### src/rtl/hssi_lpbk_tester_if.sv
// hssi_lpbk_tester_if: control/status and HSSI lane bundle for the loopback tester
interface hssi_lpbk_tester_if #(
   parameter int NUM_LANES = 4,
   parameter int LANE_DW   = 64
);
   logic                         start;
   logic [31:0]                  num_words;
   logic                         link_ready;
   logic [NUM_LANES*LANE_DW-1:0] a2f_tx_parallel_data;
   logic [NUM_LANES*18-1:0]      a2f_tx_control;
   logic [NUM_LANES*LANE_DW-1:0] f2a_rx_parallel_data;
   logic [NUM_LANES*20-1:0]      f2a_rx_control;
   logic                         f2a_rx_enh_data_valid;
   logic                         busy;
   logic                         done;
   logic                         pass;
   logic [15:0]                  err_count;
   logic [31:0]                  first_err_idx;
   logic                         timeout;
   modport master (
      output start, num_words, link_ready, f2a_rx_parallel_data, f2a_rx_control, f2a_rx_enh_data_valid,
      input  a2f_tx_parallel_data, a2f_tx_control, busy, done, pass, err_count, first_err_idx, timeout
   );
   modport slave (
      input  start, num_words, link_ready, f2a_rx_parallel_data, f2a_rx_control, f2a_rx_enh_data_valid,
      output a2f_tx_parallel_data, a2f_tx_control, busy, done, pass, err_count, first_err_idx, timeout
   );
endinterface

### src/rtl/hssi_lpbk_tester.sv
// hssi_lpbk_tester: drives a sequence-numbered word stream on all lanes and checks the looped-back copy
module hssi_lpbk_tester #(
   parameter int NUM_LANES = 4,
   parameter int LANE_DW   = 64,
   parameter int TO_CYC    = 256
) (
   input logic pClk,
   input logic pck_cp2af_softReset,
   hssi_lpbk_tester_if.slave bus
);
   typedef enum logic [2:0] {IDLE, WAIT_LINK, RUN, DRAIN, DONE} state_t;
   state_t state, state_nx;
   logic [31:0] nw, tx_seq, rx_seq, to_cnt, first_idx;
   logic [15:0] err_cnt;
   logic armed, to_flag;
   logic [NUM_LANES-1:0] lane_bad;
   logic accept, active, idle_word, check, advance, bad, to_hit;
   assign accept    = bus.start && (state == IDLE || state == DONE);
   assign active    = state == RUN || state == DRAIN;
   assign idle_word = bus.f2a_rx_control[7:0] != 8'h00;
   // before arming only a non-idle word is looked at; after arming idle words are errors
   assign check     = active && bus.f2a_rx_enh_data_valid && (armed || !idle_word) && rx_seq != nw;
   assign advance   = check && !idle_word;
   assign bad       = check && |lane_bad;
   assign to_hit    = active && !advance && to_cnt + 32'd1 == 32'(TO_CYC);
   for (genvar g = 0; g < NUM_LANES; g++) begin : g_lane
      assign lane_bad[g] = bus.f2a_rx_parallel_data[g*LANE_DW +: LANE_DW] != LANE_DW'({8'(g), 24'h0, rx_seq})
                           || bus.f2a_rx_control[g*20 +: 20] != 20'h0;
      assign bus.a2f_tx_parallel_data[g*LANE_DW +: LANE_DW] =
         state == RUN ? LANE_DW'({8'(g), 24'h0, tx_seq}) : LANE_DW'(64'h0707070707070707);
      assign bus.a2f_tx_control[g*18 +: 18] = state == RUN ? 18'h0 : 18'h000FF;
   end
   always_comb begin
      state_nx = state;
      case (state)
         IDLE, DONE: if (accept) state_nx = bus.num_words == 32'd0 ? DONE : WAIT_LINK;
         WAIT_LINK:  if (bus.link_ready) state_nx = RUN;
         RUN:        state_nx = to_hit ? DONE : tx_seq == nw - 32'd1 ? DRAIN : RUN;
         DRAIN:      state_nx = to_hit || rx_seq == nw ? DONE : DRAIN;
         default:    state_nx = IDLE;
      endcase
   end
   always_ff @(posedge pClk) begin
      if (pck_cp2af_softReset) begin
         state     <= IDLE;
         nw        <= '0;
         tx_seq    <= '0;
         rx_seq    <= '0;
         to_cnt    <= '0;
         first_idx <= '0;
         err_cnt   <= '0;
         armed     <= 1'b0;
         to_flag   <= 1'b0;
      end else begin
         state <= state_nx;
         if (accept) begin
            nw        <= bus.num_words;
            tx_seq    <= '0;
            rx_seq    <= '0;
            to_cnt    <= '0;
            first_idx <= '0;
            err_cnt   <= '0;
            armed     <= 1'b0;
            to_flag   <= 1'b0;
         end else begin
            if (state == RUN) tx_seq <= tx_seq + 32'd1;
            if (check) armed <= 1'b1;
            if (advance) rx_seq <= rx_seq + 32'd1;
            if (active) to_cnt <= advance ? 32'd0 : to_cnt + 32'd1;
            if (to_hit) to_flag <= 1'b1;
            if (bad && err_cnt != 16'hFFFF) err_cnt <= err_cnt + 16'd1;
            if (bad && err_cnt == 16'd0) first_idx <= rx_seq;
         end
      end
   end
   assign bus.busy          = state == WAIT_LINK || active;
   assign bus.done          = state == DONE;
   assign bus.pass          = state == DONE && err_cnt == 16'd0 && !to_flag;
   assign bus.err_count     = err_cnt;
   assign bus.first_err_idx = first_idx;
   assign bus.timeout       = to_flag;
endmodule

### src/flat_wrapper.sv
// flat-port wrapper written by rule: the top's interface ports become plain ports
module hssi_lpbk_tester_flat 
#(
   parameter int NUM_LANES = 4,
   parameter int LANE_DW   = 64,
   parameter int TO_CYC    = 256
)
  (pClk, pck_cp2af_softReset, bus_start, bus_num_words, bus_link_ready, bus_f2a_rx_parallel_data, bus_f2a_rx_control, bus_f2a_rx_enh_data_valid, bus_a2f_tx_parallel_data, bus_a2f_tx_control, bus_busy, bus_done, bus_pass, bus_err_count, bus_first_err_idx, bus_timeout);
  hssi_lpbk_tester_if #(.NUM_LANES(NUM_LANES), .LANE_DW(LANE_DW)) bus_i ();
  input logic pClk;
  input logic pck_cp2af_softReset;
  input wire logic [$bits(bus_i.start)-1:0] bus_start;
  input wire logic [$bits(bus_i.num_words)-1:0] bus_num_words;
  input wire logic [$bits(bus_i.link_ready)-1:0] bus_link_ready;
  input wire logic [$bits(bus_i.f2a_rx_parallel_data)-1:0] bus_f2a_rx_parallel_data;
  input wire logic [$bits(bus_i.f2a_rx_control)-1:0] bus_f2a_rx_control;
  input wire logic [$bits(bus_i.f2a_rx_enh_data_valid)-1:0] bus_f2a_rx_enh_data_valid;
  output wire logic [$bits(bus_i.a2f_tx_parallel_data)-1:0] bus_a2f_tx_parallel_data;
  output wire logic [$bits(bus_i.a2f_tx_control)-1:0] bus_a2f_tx_control;
  output wire logic [$bits(bus_i.busy)-1:0] bus_busy;
  output wire logic [$bits(bus_i.done)-1:0] bus_done;
  output wire logic [$bits(bus_i.pass)-1:0] bus_pass;
  output wire logic [$bits(bus_i.err_count)-1:0] bus_err_count;
  output wire logic [$bits(bus_i.first_err_idx)-1:0] bus_first_err_idx;
  output wire logic [$bits(bus_i.timeout)-1:0] bus_timeout;
  assign bus_i.start = bus_start;
  assign bus_i.num_words = bus_num_words;
  assign bus_i.link_ready = bus_link_ready;
  assign bus_i.f2a_rx_parallel_data = bus_f2a_rx_parallel_data;
  assign bus_i.f2a_rx_control = bus_f2a_rx_control;
  assign bus_i.f2a_rx_enh_data_valid = bus_f2a_rx_enh_data_valid;
  assign bus_a2f_tx_parallel_data = bus_i.a2f_tx_parallel_data;
  assign bus_a2f_tx_control = bus_i.a2f_tx_control;
  assign bus_busy = bus_i.busy;
  assign bus_done = bus_i.done;
  assign bus_pass = bus_i.pass;
  assign bus_err_count = bus_i.err_count;
  assign bus_first_err_idx = bus_i.first_err_idx;
  assign bus_timeout = bus_i.timeout;
  hssi_lpbk_tester #(.NUM_LANES(NUM_LANES), .LANE_DW(LANE_DW), .TO_CYC(TO_CYC)) u_core (.pClk(pClk), .pck_cp2af_softReset(pck_cp2af_softReset), .bus(bus_i));
endmodule
### config.mk
export PLATFORM = sky130hd
export DESIGN_NAME = hssi_lpbk_tester_flat
export DESIGN_NICKNAME = d
export VERILOG_FILES = /design/src/rtl/hssi_lpbk_tester_if.sv /design/src/rtl/hssi_lpbk_tester.sv /design/src/flat_wrapper.sv
export SDC_FILE = /design/constraint.sdc
export NUM_CORES = 1
export LEC_CHECK = 0
export BUFFER_PORTS_ARGS = -buffer_cell sky130_fd_sc_hd__clkbuf_2
export CAP_MARGIN = 40
export CORE_AREA = 2 2 290 292
export DETAILED_ROUTE_END_ITERATION = 6
export DIE_AREA = 0 0 292 294
export HOLD_SLACK_MARGIN = 0.08
export PLACE_DENSITY_LB_ADDON = 0.08
export SYNTH_ARGS = -nofsm -noshare
export SYNTH_HDL_FRONTEND = slang
export SYNTH_SLANG_ARGS = --single-unit
### constraint.sdc
create_clock -name pClk -period 3.95 [get_ports pClk]
set_input_delay 0.9875 -clock pClk [delete_from_list [all_inputs] [get_ports pClk]]
set_output_delay 0.9875 -clock pClk [all_outputs]
set_load 0.05 [all_outputs]
==> flow_metrics.tcl, run 1 <==
set metrics [dict create \
    gr-usage-all-layers_pct 16.0 \
    drcViolationCount 0 \
    layout_cells_excl_fill 3425 \
    most_instantiated_flip_flop_cell_in_the_synthesis_netlist "sky130_fd_sc_hd__dfxtp_1" \
    cts_hold_buffers 0 \
    global_route.overflow_total 0 \
    most_frequent_standard_cell_in_the_layout_excluding_fill_and_tap_cells "sky130_fd_sc_hd__clkbuf_2" \
    timing.reg2reg.setup_slack_ns 0.59 \
    worstMarginPinSlew_ns 0.792 \
    synth_area_per_cell_um2 7.59 \
    worst-r2r-cell-count 10 \
    hold_path_startpoint "u_core.armed" \
    drtAntennaViolNets 0 \
    holdPathEnd "u_core.armed" \
    gp_congestion 0.968 \
    synth_edf_count 0 \
    setup.worst_path.end_class "register" \
    post_route_cells_drive_above_1_share_pct 33.0 \
    reg2reg_to "u_core.state[0]" \
    unrepaired_setup_endpoints_after_global_routing "no" \
    path_class "input port to register" \
    min-delay-path-class "register to register" \
    io_pins 753 \
    ys_seq_area_share_pct 25.3 \
    detail_route.wl_per_cell_um 20.7 \
    ys_warn_count 0 \
    max-slew-margin-rel_pct 46.7 \
    outcome "completed" \
    finalCritPeriodShare_pct 86.4 \
    nNetsFinal 2705 \
    routed-via-count 14600 \
    syn_to_final_growth_pct 25.4 \
    grt_first_pass_wirelength_mm 98.7 \
    r2r_start "u_core.nw[7]" \
    place.port_buffers 628 \
    die_area_um2 85800 \
    insertion_delay_ns 0.52 \
    number_of_vias_per_cell 4.28 \
    cts_made_buffers 17 \
    total_iterations_of_the_first_detailed_routing_run 5 \
    hold_viol_final 0 \
    dr.first_iter.drc_count 661 \
    total_power_mw 5.83 \
    synth_async_sr_flop_share_pct 0 \
    final_cell_mix "sky130_fd_sc_hd__clkbuf_2 (628), sky130_fd_sc_hd__dfxtp_1 (181), sky130_fd_sc_hd__nand2_1 (152)" \
    die_w_um 292 \
    placement_rows 106 \
    cts-htree-levels 4 \
    grt_max_degree 83 \
    clockRootBuffer "sky130_fd_sc_hd__clkbuf_16" \
    worst_setup_hold_path_clk_slew_ns 0.08 \
    first_global_vias 14100 \
    start_util_pct 17.3 \
    cts_post_setup_buffers_inserted 0 \
    depth_of_the_worst_hold_timing_path 2 \
    yosysUniqueCellTypes 70 \
    report.final.slew_viol_count 0 \
    core_um2 82900 \
    maxCapViolCount 0 \
    post-place-cells 3386 \
    power.density_cell_area_nw_per_um2 325 \
    routed_wirelength_mm 71.0 \
    synthCells 1884 \
    cts-resized-gates 0 \
    cp-start-kind "input port" \
    die_h_um 294 \
    vdd_ir_drop_max_mv 0.293 \
    finalSetupViolCount 0 \
    final.setup_skew_ns 0.0188 \
    static_leakage_power_nw 7.59 \
    worst-path-max-fanout 10 \
    detailedPlacementHpwl_mm 59.0 \
    max_freq_mhz 293 \
    antenna_found_initial 8 \
    clock_sink_count 181 \
    period_needed_ns 3.41 \
    clockBufferDepth 2 \
    synth_seq_cells 181 \
    tritoncts "done" \
    critical_path_arrival_ns 3.81 \
    required_ns 4.34 \
    netlist_area_um2 14300 \
]
flip-flops by register name, summed over array words and instances, names as in the netlist:
register,count
u_core.bus.first_err_idx,32
u_core.nw,32
u_core.rx_seq,32
u_core.to_cnt,32
u_core.tx_seq,32
u_core.bus.err_count,16
u_core.state,3
u_core.armed,1
u_core.bus.timeout,1
worst max-delay path by stage:
stage | from | end | slack (ns) | cells past startpoint
after detailed placement | bus_f2a_rx_parallel_data[104] | u_core.bus.err_count[8] | -0.07 | 14
final | bus_f2a_rx_parallel_data[104] | u_core.bus.err_count[8] | 0.54 | 14
after global placement | bus_f2a_rx_parallel_data[104] | u_core.bus.err_count[8] | -0.36 | 12
after floorplan | u_core.state[1] | bus_a2f_tx_parallel_data[158] | 0.09 | 4
after CTS | u_core.bus.err_count[0] | bus_pass | 0.46 | 6
after global routing | u_core.nw[7] | u_core.state[0] | 0.17 | 10
cell type report:
cell class,instances,area [um2]
multi-input combinational,1390,8380
inverter,23,90.1
sequential,181,3620
antenna,7,17.5
clock inverter,14,184
tap,1080,1350
fill,9363,65000
clock buffer,18,439
timing repair buffer,712,3840
metal layers:
| layer | GRT usage, % | part of all wire (%) | up-vias |
|---|---|---|---|
| met5 | 0 | 0.018 | - |
| met4 | 5.26 | 1.9 | 2 |
| met3 | 2.98 | 4.5 | 45 |
| met2 | 29.3 | 52 | 548 |
| met1 | 18.5 | 41 | 6962 |
| li1 | - | - | 7090 |
cells in the mapped netlist, types with 6 or more instances:
library cell | count | area [um2]
sky130_fd_sc_hd__ha_1 | 7 | 87.6
sky130_fd_sc_hd__a31oi_1 | 9 | 56.3
sky130_fd_sc_hd__nand2b_1 | 17 | 106
sky130_fd_sc_hd__clkbuf_1 | 102 | 383
sky130_fd_sc_hd__o22ai_1 | 11 | 68.8
sky130_fd_sc_hd__xnor2_1 | 117 | 1020
sky130_fd_sc_hd__and2_1 | 34 | 213
sky130_fd_sc_hd__o21ai_0 | 45 | 225
sky130_fd_sc_hd__or3_1 | 22 | 138
sky130_fd_sc_hd__and4_1 | 18 | 158
sky130_fd_sc_hd__nor4_1 | 107 | 669
sky130_fd_sc_hd__inv_1 | 23 | 86.3
sky130_fd_sc_hd__or4_1 | 6 | 45.0
sky130_fd_sc_hd__xor2_1 | 90 | 788
sky130_fd_sc_hd__o2111ai_1 | 6 | 52.6
sky130_fd_sc_hd__nand4_1 | 61 | 382
sky130_fd_sc_hd__nand3_1 | 56 | 280
sky130_fd_sc_hd__mux2i_1 | 39 | 390
sky130_fd_sc_hd__nand2_1 | 152 | 571
sky130_fd_sc_hd__nor3_1 | 68 | 340
sky130_fd_sc_hd__a21oi_1 | 98 | 490
sky130_fd_sc_hd__buf_2 | 7 | 35.0
sky130_fd_sc_hd__nand3b_1 | 14 | 105
sky130_fd_sc_hd__nor2_1 | 150 | 563
sky130_fd_sc_hd__a211oi_1 | 6 | 45.0
sky130_fd_sc_hd__dfxtp_1 | 181 | 3620
sky130_fd_sc_hd__buf_4 | 296 | 2220
sky130_fd_sc_hd__and3_1 | 48 | 300
where the power goes:
group          internal, mW  switching [mW]
clock network         0.929           0.977
logic                 0.503            1.48
registers              1.86          0.0852
per-stage QoR:
stage / hold slack [ns] / TNS, ns / util [%] / worst slack, ns / area (um2)
6_report: 0.459 / 0 / 21.6 / 0.538 / 17900
5_1_grt: 0.484 / 0 / 21.6 / 0.174 / 17900
4_1_cts: 0.461 / 0 / 21.6 / 0.458 / 17900
3_5_place_dp: 0.449 / -0.191 / 20.9 / -0.0672 / 17300
3_3_place_gp: 0.441 / -12.84 / 20.8 / -0.358 / 17300
2_1_floorplan: 0.426 / 0 / - / 0.0851 / 14800
cells by family (layout without fill, tap and decap cells):
| kind of cell | count (synthesis) | after routing | share of synthesized area [%] |
|---|---|---|---|
| AND/OR/NAND/NOR | 784 | 784 | 29.1 |
| multiplexers | 41 | 41 | 2.89 |
| buffers and inverters | 435 | 767 | 19.5 |
| adder cells (fa/ha/maj) | 7 | 7 | 0.612 |
| XOR/XNOR | 207 | 207 | 12.7 |
| other | 2 | 131 | 0.0525 |
| flip-flops | 181 | 181 | 25.3 |
| AO/OA/AOI/OAI | 227 | 227 | 9.84 |
worst max-delay path: stages:
cell and delay (ns):
sky130_fd_sc_hd__clkbuf_2 0.12, sky130_fd_sc_hd__nor4b_1 0.32, sky130_fd_sc_hd__nand4_1 0.16, sky130_fd_sc_hd__a2111oi_0 0.51, sky130_fd_sc_hd__buf_1 0.20, sky130_fd_sc_hd__buf_4 0.13
sky130_fd_sc_hd__nand4_1 0.16, sky130_fd_sc_hd__nor4_4 0.33, sky130_fd_sc_hd__buf_4 0.21, sky130_fd_sc_hd__buf_4 0.14, sky130_fd_sc_hd__nor3_2 0.08, sky130_fd_sc_hd__buf_4 0.20
sky130_fd_sc_hd__or3b_2 0.19, sky130_fd_sc_hd__a21oi_1 0.05
(Power assumes the default switching activity.)
==> run 2, diff against run 1 <==
--- a/config.mk
+++ b/config.mk
@@ -11,7 +11,6 @@
 export DETAILED_ROUTE_END_ITERATION = 6
 export DIE_AREA = 0 0 292 294
 export HOLD_SLACK_MARGIN = 0.08
-export PLACE_DENSITY_LB_ADDON = 0.08
 export SYNTH_ARGS = -nofsm -noshare
 export SYNTH_HDL_FRONTEND = slang
 export SYNTH_SLANG_ARGS = --single-unit
==> run 2 against run 1 <==
Sequential share of layout area up 0.12 points. Sequential cell count unchanged. Fmax down 1.5%. Hold slack improved by 0.0027 ns. Die area did not move. Highest routed layer unchanged.
==> flow_metrics.tcl, run 2 (synthesized netlist as in run 1, its figures left out) <==
set metrics [dict create \
    report.final.slew_viol_count 0 \
    multi_input_comb_area_um2 8380 \
    outcome "completed" \
    cts_post_setup_buffers_inserted 0 \
    cts_made_buffers 17 \
    required_ns 4.36 \
    die_area_um2 85800 \
    clockBufferDepth 2 \
    place.port_buffers 628 \
    max-slew-margin-rel_pct 36.9 \
    cp-start-kind "input port" \
    min-delay-path-class "register to register" \
    period_needed_ns 3.46 \
    worst-path-max-fanout 9 \
    max_freq_mhz 289 \
    antenna_found_initial 31 \
    grt_first_pass_wirelength_mm 93.8 \
    detailedPlacementHpwl_mm 59.1 \
    start_util_pct 17.3 \
    final_cell_mix "sky130_fd_sc_hd__clkbuf_2 (628), sky130_fd_sc_hd__dfxtp_1 (181), sky130_fd_sc_hd__nand2_1 (152)" \
    total_iterations_of_the_first_detailed_routing_run 5 \
    unrepaired_setup_endpoints_after_global_routing "no" \
    layout.area.seq_um2 3620 \
    nNetsFinal 2695 \
    finalSetupViolCount 0 \
    static_leakage_power_nw 7.53 \
    most_frequent_standard_cell_in_the_layout_excluding_fill_and_tap_cells "sky130_fd_sc_hd__clkbuf_2" \
    n_fill_cell 9345 \
    cts-htree-levels 4 \
    timing.critical_path.cells "clkbuf_2 > or4_1 > a221o_1 > a2111oi_2 > nand4_1 > nor4_4 > buf_12 > nor3_2 > buf_4 > a31oi_1 > a41o_1" \
    vdd_ir_drop_max_mv 0.313 \
    clockRootBuffer "sky130_fd_sc_hd__clkbuf_16" \
    drtAntennaViolNets 0 \
    routed-via-count 14700 \
    insertion_delay_ns 0.46 \
    critical-path-slowest-cell "sky130_fd_sc_hd__or4_1" \
    first_global_vias 12900 \
    worst_hold_slack_ns 0.462 \
    number_of_vias_per_cell 4.30 \
    drcViolationCount 0 \
    routed_wirelength_mm 69.5 \
    tritoncts "done" \
    final.setup_skew_ns 0.0157 \
    global_route.overflow_total 0 \
    io_pins 753 \
    die_w_um 292 \
    final_cell_area_um2 17800 \
    dr.first_iter.drc_count 1042 \
    maxCapViolCount 0 \
    layout.core_utilization_pct 21.5 \
    placement_rows 106 \
    gp_congestion 0.946 \
    path_class "input port to register" \
    die_h_um 294 \
    cts-resized-gates 0 \
    setup_total_negative_slack_ns 0 \
    worst_setup_hold_path_clk_slew_ns 0.08 \
    clock_sink_count 181 \
    post_route_cells_drive_above_1_share_pct 32.7 \
    gr-usage-all-layers_pct 15.3 \
    hold_viol_final 0 \
    setup.worst_path.end_class "register" \
    cts_hold_buffers 0 \
    core_um2 82900 \
    grt_max_degree 80 \
    worstMarginPinSlew_ns 0.946 \
    detail_route.wl_per_cell_um 20.3 \
    pre_cts_slack_ns -0.0861 \
    power.density_cell_area_nw_per_um2 319 \
    placed_area_um2 17200 \
    cpPeakStageDelay_ns 0.56 \
    layout_setup_ws_ns 0.488 \
    critical_path_arrival_ns 3.87 \
    finalCritPeriodShare_pct 87.7 \
    syn_to_final_growth_pct 24.6 \
]
## run 2: changes by cell type in the layout (fill, tap and decap cells not counted), sizes merged
cell	delta
buf	-10
clkinv	-6
diode	+5
clkinvlp	+3
inv	+3
## run 2: routing by layer
layer / track usage, % / part of all wire (%) / up-vias
met5: 0 / 0.19 / -
met3: 3.19 / 6.3 / 94
met1: 18.3 / 41 / 6866
met2: 27.1 / 50 / 663
li1: - / - / 7067
met4: 5.08 / 2.8 / 20
## run 2: final cells by class
type	instances	share of cell area, %
diodes	12	0.168
clock buffers	18	2.46
clock inverters	14	0.870
inverters	23	0.505
multi-input cells	1390	47.0
flip-flops and latches	181	20.3
well taps	1080	7.58
repair buffers	702	21.1
## run 2: through the flow
stage               std cells  power [mW]
floorplan                2006        3.62
global placement         3373        3.92
detailed placement       3376        3.93
CTS                      3408        5.74
global route             3418        5.93
finish                   3420        5.69
## run 2: power by group
| group | leakage, nW | internal (mW) | switching, mW |
|---|---|---|---|
| clock | 0.285 | 0.919 | 0.883 |
| sequential | 1.46 | 1.86 | 0.0850 |
| combinational | 5.78 | 0.493 | 1.44 |
| total | 7.53 | 3.27 | 2.41 |
## run 2: critical path: cells and delay by family
kind | cells | cell delay, ns
buffers and inverters | 3 | 0.47
AND/OR/NAND/NOR | 4 | 1.33
AO/OA/AOI/OAI | 4 | 1.08
## run 2: worst paths after layout
| path | end | from | cells past startpoint | slack [ns] |
|---|---|---|---|---|
| worst max register to register | u_core.to_cnt[29] | u_core.rx_seq[10] | 9 | 0.54 |
| worst min-delay path | u_core.armed | u_core.armed | 2 | 0.46 |
| worst max-delay path | u_core.bus.err_count[14] | bus_f2a_rx_parallel_data[119] | 11 | 0.49 |
| worst min register to register | u_core.armed | u_core.armed | 2 | 0.46 |
